===== src/rtl/bus_master_seq.sv =====
// Register-file bus initiator: cmd stream in, one rsp per bus access out.
// Optional BUS_MASTER_BURST_EN: cmd_len+1 beats at incrementing addresses.
module bus_master_seq #(
  parameter int RD_WAIT = 2
) (
  input  logic        clk,
  input  logic        reset,
  input  logic        cmd_valid,
  output logic        cmd_ready,
  input  logic        cmd_wr,
  input  logic [15:0] cmd_addr,
  input  logic [15:0] cmd_data,
  input  logic [7:0]  cmd_len,
  output logic        rsp_valid,
  input  logic        rsp_ready,
  output logic        rsp_wr,
  output logic [15:0] rsp_addr,
  output logic [15:0] rsp_data,
  output logic        busy,
  output logic [33:0] ibus,
  input  logic [15:0] obus
);

  typedef enum logic [1:0] {
    IDLE,
    WRITE,
    RDWAIT,
    RESP
  } state_t;

  localparam logic [3:0] WAIT_LD = 4'(RD_WAIT);

  state_t      state;
  logic        bwr;
  logic [15:0] baddr;
  logic [15:0] bwrdata;
  logic        wph;
  logic [3:0]  cnt;
  logic        lat_wr;

`ifdef BUS_MASTER_BURST_EN
  logic [7:0]  beats;
`else
  logic        unused_len;
  assign unused_len = ^cmd_len;
`endif

  assign cmd_ready = (state == IDLE) && !reset;
  assign busy      = (state != IDLE);
  assign ibus      = {clk, bwr, baddr, bwrdata};

  // Sequencer: launches bus cycles, times read sampling, holds responses.
  // A write drives bwr for one cycle, then idles one cycle so the
  // responder's capture edge has passed before the response is raised.
  always_ff @(posedge clk or posedge reset) begin
    if (reset) begin
      state     <= IDLE;
      bwr       <= 1'b0;
      baddr     <= '0;
      bwrdata   <= '0;
      wph       <= 1'b0;
      cnt       <= '0;
      lat_wr    <= 1'b0;
      rsp_valid <= 1'b0;
      rsp_wr    <= 1'b0;
      rsp_addr  <= '0;
      rsp_data  <= '0;
`ifdef BUS_MASTER_BURST_EN
      beats     <= '0;
`endif
    end else begin
      unique case (state)
        IDLE: begin
          if (cmd_valid) begin
            lat_wr  <= cmd_wr;
            baddr   <= cmd_addr;
            bwrdata <= cmd_data;
`ifdef BUS_MASTER_BURST_EN
            beats   <= cmd_len;
`endif
            if (cmd_wr) begin
              bwr   <= 1'b1;
              wph   <= 1'b0;
              state <= WRITE;
            end else begin
              bwr   <= 1'b0;
              cnt   <= WAIT_LD;
              state <= RDWAIT;
            end
          end
        end
        WRITE: begin
          if (!wph) begin
            bwr <= 1'b0;
            wph <= 1'b1;
          end else begin
            bwr       <= 1'b0;
            rsp_valid <= 1'b1;
            rsp_wr    <= 1'b1;
            rsp_addr  <= baddr;
            rsp_data  <= bwrdata;
            state     <= RESP;
          end
        end
        RDWAIT: begin
          if (cnt == 4'd0) begin
            rsp_valid <= 1'b1;
            rsp_wr    <= 1'b0;
            rsp_addr  <= baddr;
            rsp_data  <= obus;
            state     <= RESP;
          end else begin
            cnt <= cnt - 4'd1;
          end
        end
        RESP: begin
          if (rsp_ready) begin
            rsp_valid <= 1'b0;
`ifdef BUS_MASTER_BURST_EN
            if (beats != 8'd0) begin
              beats <= beats - 8'd1;
              baddr <= baddr + 16'd1;
              if (lat_wr) begin
                bwr   <= 1'b1;
                wph   <= 1'b0;
                state <= WRITE;
              end else begin
                cnt   <= WAIT_LD;
                state <= RDWAIT;
              end
            end else begin
              state <= IDLE;
            end
`else
            state <= IDLE;
`endif
          end
        end
        default: state <= IDLE;
      endcase
    end
  end

endmodule


===== config.mk =====
export PLATFORM = sky130hd
export DESIGN_NAME = bus_master_seq
export DESIGN_NICKNAME = d
export VERILOG_FILES = /design/src/rtl/bus_master_seq.sv
export SDC_FILE = /design/constraint.sdc
export NUM_CORES = 1
export LEC_CHECK = 0
export CAP_MARGIN = 20
export CORE_ASPECT_RATIO = 1.2
export CORE_MARGIN = 4
export CORE_UTILIZATION = 43
export CTS_CLUSTER_SIZE = 30
export DETAILED_ROUTE_END_ITERATION = 8
export PLACE_DENSITY = 0.8
export RECOVER_POWER = 50
export SLEW_MARGIN = 20
export SYNTH_ARGS = -nofsm -noshare
export SYNTH_HDL_FRONTEND = slang
export SYNTH_SLANG_ARGS = --single-unit

===== constraint.sdc =====
create_clock -name clk -period 3.1 [get_ports clk]
set_clock_uncertainty 0.1 [all_clocks]
set_input_delay 0.62 -clock clk [delete_from_list [all_inputs] [get_ports clk]]
set_output_delay 0.62 -clock clk [all_outputs]
set_load 0.02 [all_outputs]

# [After elaboration in Yosys (flattened, before gate mapping)]
# Cells that the tools add are included.
[word_totals] regBits=74 inputBits=61 wordCells=65
[classes] n_addsub=1 eq_ne=10 muxes=28 n_reduce_logical=16
[ops] op="$mux W16" count=4
[ops] op="$pmux W16 S2" count=2
[ops] op="$ne A2 B2 Y1 const B" count=7
[ops] op="$mux W4" count=3
[ops] op="$reduce_and A4 Y1" count=3
[ops] op="$mux W2" count=5
[ops] op="$mux W1" count=8
[ops] op="$pmux W2 S4" count=1
[ops] op="$pmux W4 S2" count=1
[ops] op="$reduce_bool A2 Y1" count=4
[ops] op="$pmux W1 S2" count=3
[ops] op="$reduce_and A3 Y1" count=2
[ops] op="$eq A2 B2 Y1 const B" count=2
[ops] op="$logic_not A4 Y1" count=1
[ops] op="$reduce_and A2 Y1" count=2
[ops] op="$sub A4 B1 Y4 const B" count=1
[ops] op="$pmux W1 S3" count=1
[ops] op="$reduce_bool A3 Y1" count=1
[ops] op="$eq A2 B1 Y1 const B" count=1
[ops] op="$logic_not A2 Y1" count=1
[ops] op="$logic_and A1 B1 Y1" count=1
[ops] op="$logic_not A1 Y1" count=1

# [Longest topological paths before layout]
# Gate-level depths: netlist of the first run.
[depth] word_depth=3 mapped_depth=8 mapped_depth_nobuf=6

==> metrics, run 1 <==
outcome finished, violations left; failing checks max-capacitance violations, max-slew violations; Iter 0 DRT Violations about 50; Post-synth EDFFs 0; FF-to-FF Start cnt[0]; path depth of the worst reg2reg path 6; top area cells in the synthesized netlist dfrtp_1, mux2_2, mux2i_1; hold_buf cts 0; via count ~2400; sequential group share of total power 0.297; Int Pwr ~3.8 mW; post-placement cell count around 450; via/cell ratio roughly 5; Synth Area per Inst between 10 and 15 sq um; switching share of power 0.373; Syn Std Cell Area about 3200 sq um; worst-path maximum fanout 2; die area slightly below 9000 sq um; syn nets approximately 310; vias in the first global route between 2000 and 2500; FP Rows 34; crit-path most repeated cell clkbuf_8; fraction of layout instances using a drive strength above 1 0.194; worst path cell trace clkbuf_8, clkbuf_8, clkdlybuf4s50_1; I/O Pins ~130; gpl congestion 0.747; Post-synth ARST share 1.00; share of the synthesized area in the top cell type 0.584; P_sw 2.23 mW; initial antenna violation count 1; CP max-delay cell clkdlybuf4s50_1; Max Slew Vio Count 75; Post-Syn Instances between 200 and 250; Clock Latency Late Sink approximately 0.44 ns; # diodes 0; setup ws final between 0.07 and 0.08 ns; Max-cap violations 1; CTS tree built; CP required between 2 and 2.5 ns; VDD IR max a little under 0.7 mV; count leader, synth dfrtp_1; r2r setup slk ~0.77 ns; slowest cell delay on critical path 0.53 ns; cell family with the largest share of critical-path delay buffers and inverters; Power Density roughly 1300 nW/um^2; final core occ 0.658; Final nets ~440; relative slew slack -0.171; Die Wd 86.4 microns; WL per Instance about 16 microns; initial core utilization 0.439; RSZ-0062 raised after global routing false; HP Start rsp_addr[11]; CP Class clk2out; DRT antenna net count 0; Slew @ Worst Pin between 1.5 and 2 ns; DRT Pass-1 Iters 4; HP Class reg2reg; core footprint about 7200 sq um; DP HPWL between 5000 and 6000 microns; Synth top cells by count dfrtp_1, mux2_2, a21oi_1, nor2_1, mux2i_1; GRT overflow 0; Hold Path Sink rsp_addr[11]; Post-CTS Repair Setup Buffers 0; Worst setup SP type clock port; hold path depth 1; Synth Warn # 0; clock-pin slew on the worst setup and hold paths 0.08 ns; post-route total power approximately 6 mW; CP arrival roughly 2.3 ns; Leak just over 2 nW; final hold vios 0; combinational share of power 0.516; sum of buffers and inverters on the critical path 3; cell accounting for the most synthesized area dfrtp_1; non-filler cells, final around 470; first-pass GRT wire length between 10000 and 15000 microns; post-synthesis register bit count 74; Die Ht about 100 microns; clock share of power 0.188; post-cts resize count 0; register area share after synthesis 0.584; Routed WL about 7600 microns; endpoints failing setup 0; Worst setup EP type output pin; Setup WS pre-CTS 0.322 ns; Crit Reg-Reg Endpoint rsp_addr[3]; Total GRT Usage 0.179; area growth from synthesis to layout 50.0%; largest net degree at the start of global routing 75; port buffer count between 100 and 150; library cells used by synthesis 32; leading register cell type out of synthesis dfrtp_1; setup TNS 0 ns; DRC 0
final cells by class:
class / count / area, sq um
Clock buffer: 14 / 179
Clock inverter: 6 / 138
Fill cell: 575 / 2470
Inverter: 9 / 33.8
Multi-Input combinational cell: 148 / 1200
Sequential cell: 74 / 1850
Tap cell: 90 / 113
Timing Repair Buffer: 126 / 1240
registers in the layout (all words and copies together), names as in the netlist:
signal	cells
wph	1
state	2
cnt	4
bwrdata	16
rsp_addr	16
rsp_data	16
baddr	16
rsp_wr	1
rsp_valid	1
bwr	1
cell families after synthesis:
| group | count (synthesis) | share of synthesized area |
|---|---|---|
| adder cells (fa/ha/maj) | 6 | 0.0237 |
| flip-flops | 74 | 0.584 |
| multiplexers | 67 | 0.231 |
| buffers and inverters | 23 | 0.0371 |
| AND/OR/NAND/NOR | 42 | 0.0604 |
| AO/OA/AOI/OAI | 33 | 0.0643 |
power by group through the flow:
stage	clock network [mW]	registers (mW)	logic, mW
after global placement	0.0433	1.76	3.06
final	1.12	1.78	3.09
after detailed placement	0.0433	1.80	3.13
after CTS	1.15	1.78	3.14
after floorplan	0.0377	2.29	1.36
after global routing	1.20	1.85	3.31
metrics by stage:
stage	instance area (sq um)	hold WS, ns
finish	4760	0.396
floorplan	3170	0.373
CTS	4780	0.398
global route	4760	0.419
global placement	4470	0.369
detailed placement	4470	0.380
worst max path at each step:
stage / cells past startpoint / slack, ns / startpoint / to
2_1_floorplan: 1 / 0.50 / reset / baddr[0]
3_3_place_gp: 1 / 0.32 / clk / ibus[33]
3_5_place_dp: 1 / 0.32 / clk / ibus[33]
4_1_cts: 3 / 0.07 / clk / ibus[33]
5_1_grt: 3 / 0.06 / clk / ibus[33]
6_report: 3 / 0.08 / clk / ibus[33]
layout by cell type, fill, tap and decap left out, types with 2 or more instances in the layout:
cell,n
inv_1,8
o21ai_0,3
clkbuf_2,2
a21oi_1,22
nand3_1,2
nor2_1,22
dfrtp_1,74
nor2b_1,3
ha_1,6
clkdlybuf4s50_1,121
clkbuf_8,12
mux2i_1,18
mux2_2,48
bufinv_16,4
buf_4,3
nand2_1,8
layer usage:
metal,global-route usage,wire length [microns],vias to the layer above
met4,0.0851,130,2
met1,0.199,2930,1162
met5,0,13,-
li1,-,-,1103
met3,0.0734,571,13
met2,0.300,3960,78
(Power assumes the default switching activity.)
==> inputs of run 2 (changes only) <==
--- a/config.mk
+++ b/config.mk
@@ -8,10 +8,11 @@
 export CAP_MARGIN = 20
 export CORE_ASPECT_RATIO = 1.2
 export CORE_MARGIN = 4
-export CORE_UTILIZATION = 43
+export CORE_UTILIZATION = 62
 export CTS_CLUSTER_SIZE = 30
 export DETAILED_ROUTE_END_ITERATION = 8
-export PLACE_DENSITY = 0.8
+export DONT_BUFFER_PORTS = 1
+export PLACE_DENSITY = 0.78
 export RECOVER_POWER = 50
 export SLEW_MARGIN = 20
 export SYNTH_ARGS = -nofsm -noshare
==> constraint.sdc (replaced) <==
create_clock -name clk -period 3.05 [get_ports clk]
set_clock_uncertainty 0.1 [all_clocks]
set_input_delay 0.61 -clock clk [delete_from_list [all_inputs] [get_ports clk]]
set_output_delay 0.61 -clock clk [all_outputs]
set_load 0.02 [all_outputs]
==> metrics, run 2 (same netlist as run 1, synthesis figures left out) <==
Clock Latency Late Sink 0.34 ns (-0.10 ns); CP required 2.34 ns (-0.04 ns); DRT antenna net count 0 (unchanged); VDD IR max 0.852 mV (+26%); CTS max path bufs 2; endpoints failing setup 0 (unchanged); setup TNS 0 ns (unchanged); post-cts resize count 0 (unchanged); Sinks on Clock Net 74; r2r setup slk 0.77 ns (about the same); hold path depth 1 (unchanged); clock share of power 0.164 (-0.024); HP Class in2reg; fmax about 430 MHz; post-route total power 4.74 mW (-21%); Final nets 315 (-28%); fraction of layout instances using a drive strength above 1 0.285 (+0.0910); combinational share of power 0.321 (-0.195); HP Start cmd_data[6]; I/O Pins 131 (unchanged); DP HPWL 4230 microns (-22%); Max Slew Vio Count 75 (unchanged); port buffer count 0 (-100%); GRT overflow 0 (unchanged); Routed WL 5960 microns (-22%); switching share of power 0.432 (+0.0590); CP Class reg2out; via count 1812 (-23%); Worst setup SP type flip-flop; largest net degree at the start of global routing 75 (unchanged); via/cell ratio 5.79 (+15%); relative slew slack -0.171 (about the same); Final Cycle Share 0.758; worst-path maximum fanout 5 (+3); Die Ht 86.4 microns (-15%); sequential group share of total power 0.516 (+0.219); DP Area 3210 sq um (-28%); highest-count cells in the layout ignoring fill and taps dfrtp_1, mux2_2, nor2_1, a21oi_1, mux2i_1; Int Pwr 2.69 mW (-28%); Leak 1.49 nW (-26%); most common cell after layout, fill and taps aside dfrtp_1; die area 6330 sq um (-28%); Post-CTS Repair Setup Buffers 0 (unchanged); vias in the first global route 1945 (-22%); FF-to-FF Start cnt[0]; initial antenna violation count 0 (-1); Power Density 1390 nW/um^2 (+11%); gpl congestion 0.785 (+5.1%); H-tree depth 3; clock-pin slew on the worst setup and hold paths 0.08 ns (about the same); Period minus WS final 2.31 ns; outcome finished, violations left; hold_buf cts 0 (unchanged); WL per Instance 19.1 microns (+17%); Max-cap violations 1 (unchanged); Die Wd 73.3 microns (-15%); Slew @ Worst Pin 1.76 ns (+0.0000362 ns); RSZ-0062 raised after global routing false; Hold Path Sink bwrdata[6]; first-pass GRT wire length 9470 microns (-21%); FP Rows 28 (-18%); # diodes 0 (unchanged); Crit Reg-Reg Endpoint rsp_addr[3]; Root Buffer clkbuf_8; CP arrival 1.60 ns (-0.70 ns); core footprint 4940 sq um (-32%); final hold vios 0 (unchanged); post-route design area 3410 sq um (-28%); Iter 0 DRT Violations 105 (+110%); DRC 0 (unchanged); P_sw 2.05 mW (-8.2%); area growth from synthesis to layout 7.53%; initial core utilization 0.642 (+0.204); TritonCTS Buffers 9; CTS tree built; Total GRT Usage 0.199 (+0.0195); Worst setup EP type output pin; path depth of the worst reg2reg path 6 (unchanged); failing checks max-capacitance violations, max-slew violations; DRT Pass-1 Iters 4 (unchanged)
## run 2: changes by cell type in the layout (fill, tap and decap cells not counted), moves of 2 or more
cell	change
clkdlybuf4s50_1	-121
clkinvlp_4	+2
bufinv_16	-3
buf_4	+2
## run 2: power groups by stage
stage               Clock, mW  Combinational [mW]  Sequential, mW
CTS                     0.793                1.54            2.46
finish                  0.776                1.52            2.44
detailed placement          0                1.54            2.48
global route            0.837                1.71            2.51
global placement            0                1.48            2.45
floorplan              0.0383                1.38            2.33
## run 2: through the flow
step                hold slack (ns)  setup WS (ns)   util  instances
global placement              0.437          0.809  0.649        297
floorplan                     0.373          0.458      -        245
CTS                           0.299          0.722  0.691        313
finish                        0.313          0.738  0.690        313
detailed placement            0.443          0.774  0.649        297
global route                  0.297          0.611  0.690        313
## run 2: routing by layer
| metal | up-vias | GRT usage | wire length [microns] |
|---|---|---|---|
| met4 | 0 | 0.0939 | 102 |
| met5 | - | 0 | 0 |
| met3 | 12 | 0.0905 | 606 |
| met1 | 881 | 0.222 | 2230 |
| met2 | 67 | 0.322 | 3020 |
| li1 | 852 | - | - |
## run 2: worst max path at each step
stage          startpoint          end  slack, ns  cells past startpoint
2_1_floorplan       reset     baddr[0]       0.46                      1
3_3_place_gp       cnt[0]  rsp_addr[9]       0.81                      6
3_5_place_dp       cnt[0]  rsp_addr[3]       0.77                      6
4_1_cts          state[0]    cmd_ready       0.72                      4
5_1_grt          state[0]    cmd_ready       0.61                      4
6_report         state[0]    cmd_ready       0.74                      4
## run 2: critical path: stages, from the launching register on
cell and delay, ns:
dfrtp_1 0.43, inv_1 0.12, ha_1 0.25, inv_1 0.13, nor2_1 0.34
## run 2: final cells by class
| type | instances | area (sq um) |
|---|---|---|
| well taps | 60 | 75.1 |
| clock inverters | 4 | 50.0 |
| clock buffers | 12 | 155 |
| repair buffers | 6 | 42.5 |
| inverters | 9 | 33.8 |
| flip-flops and latches | 74 | 1850 |
| fillers | 360 | 1530 |
| multi-input cells | 148 | 1200 |
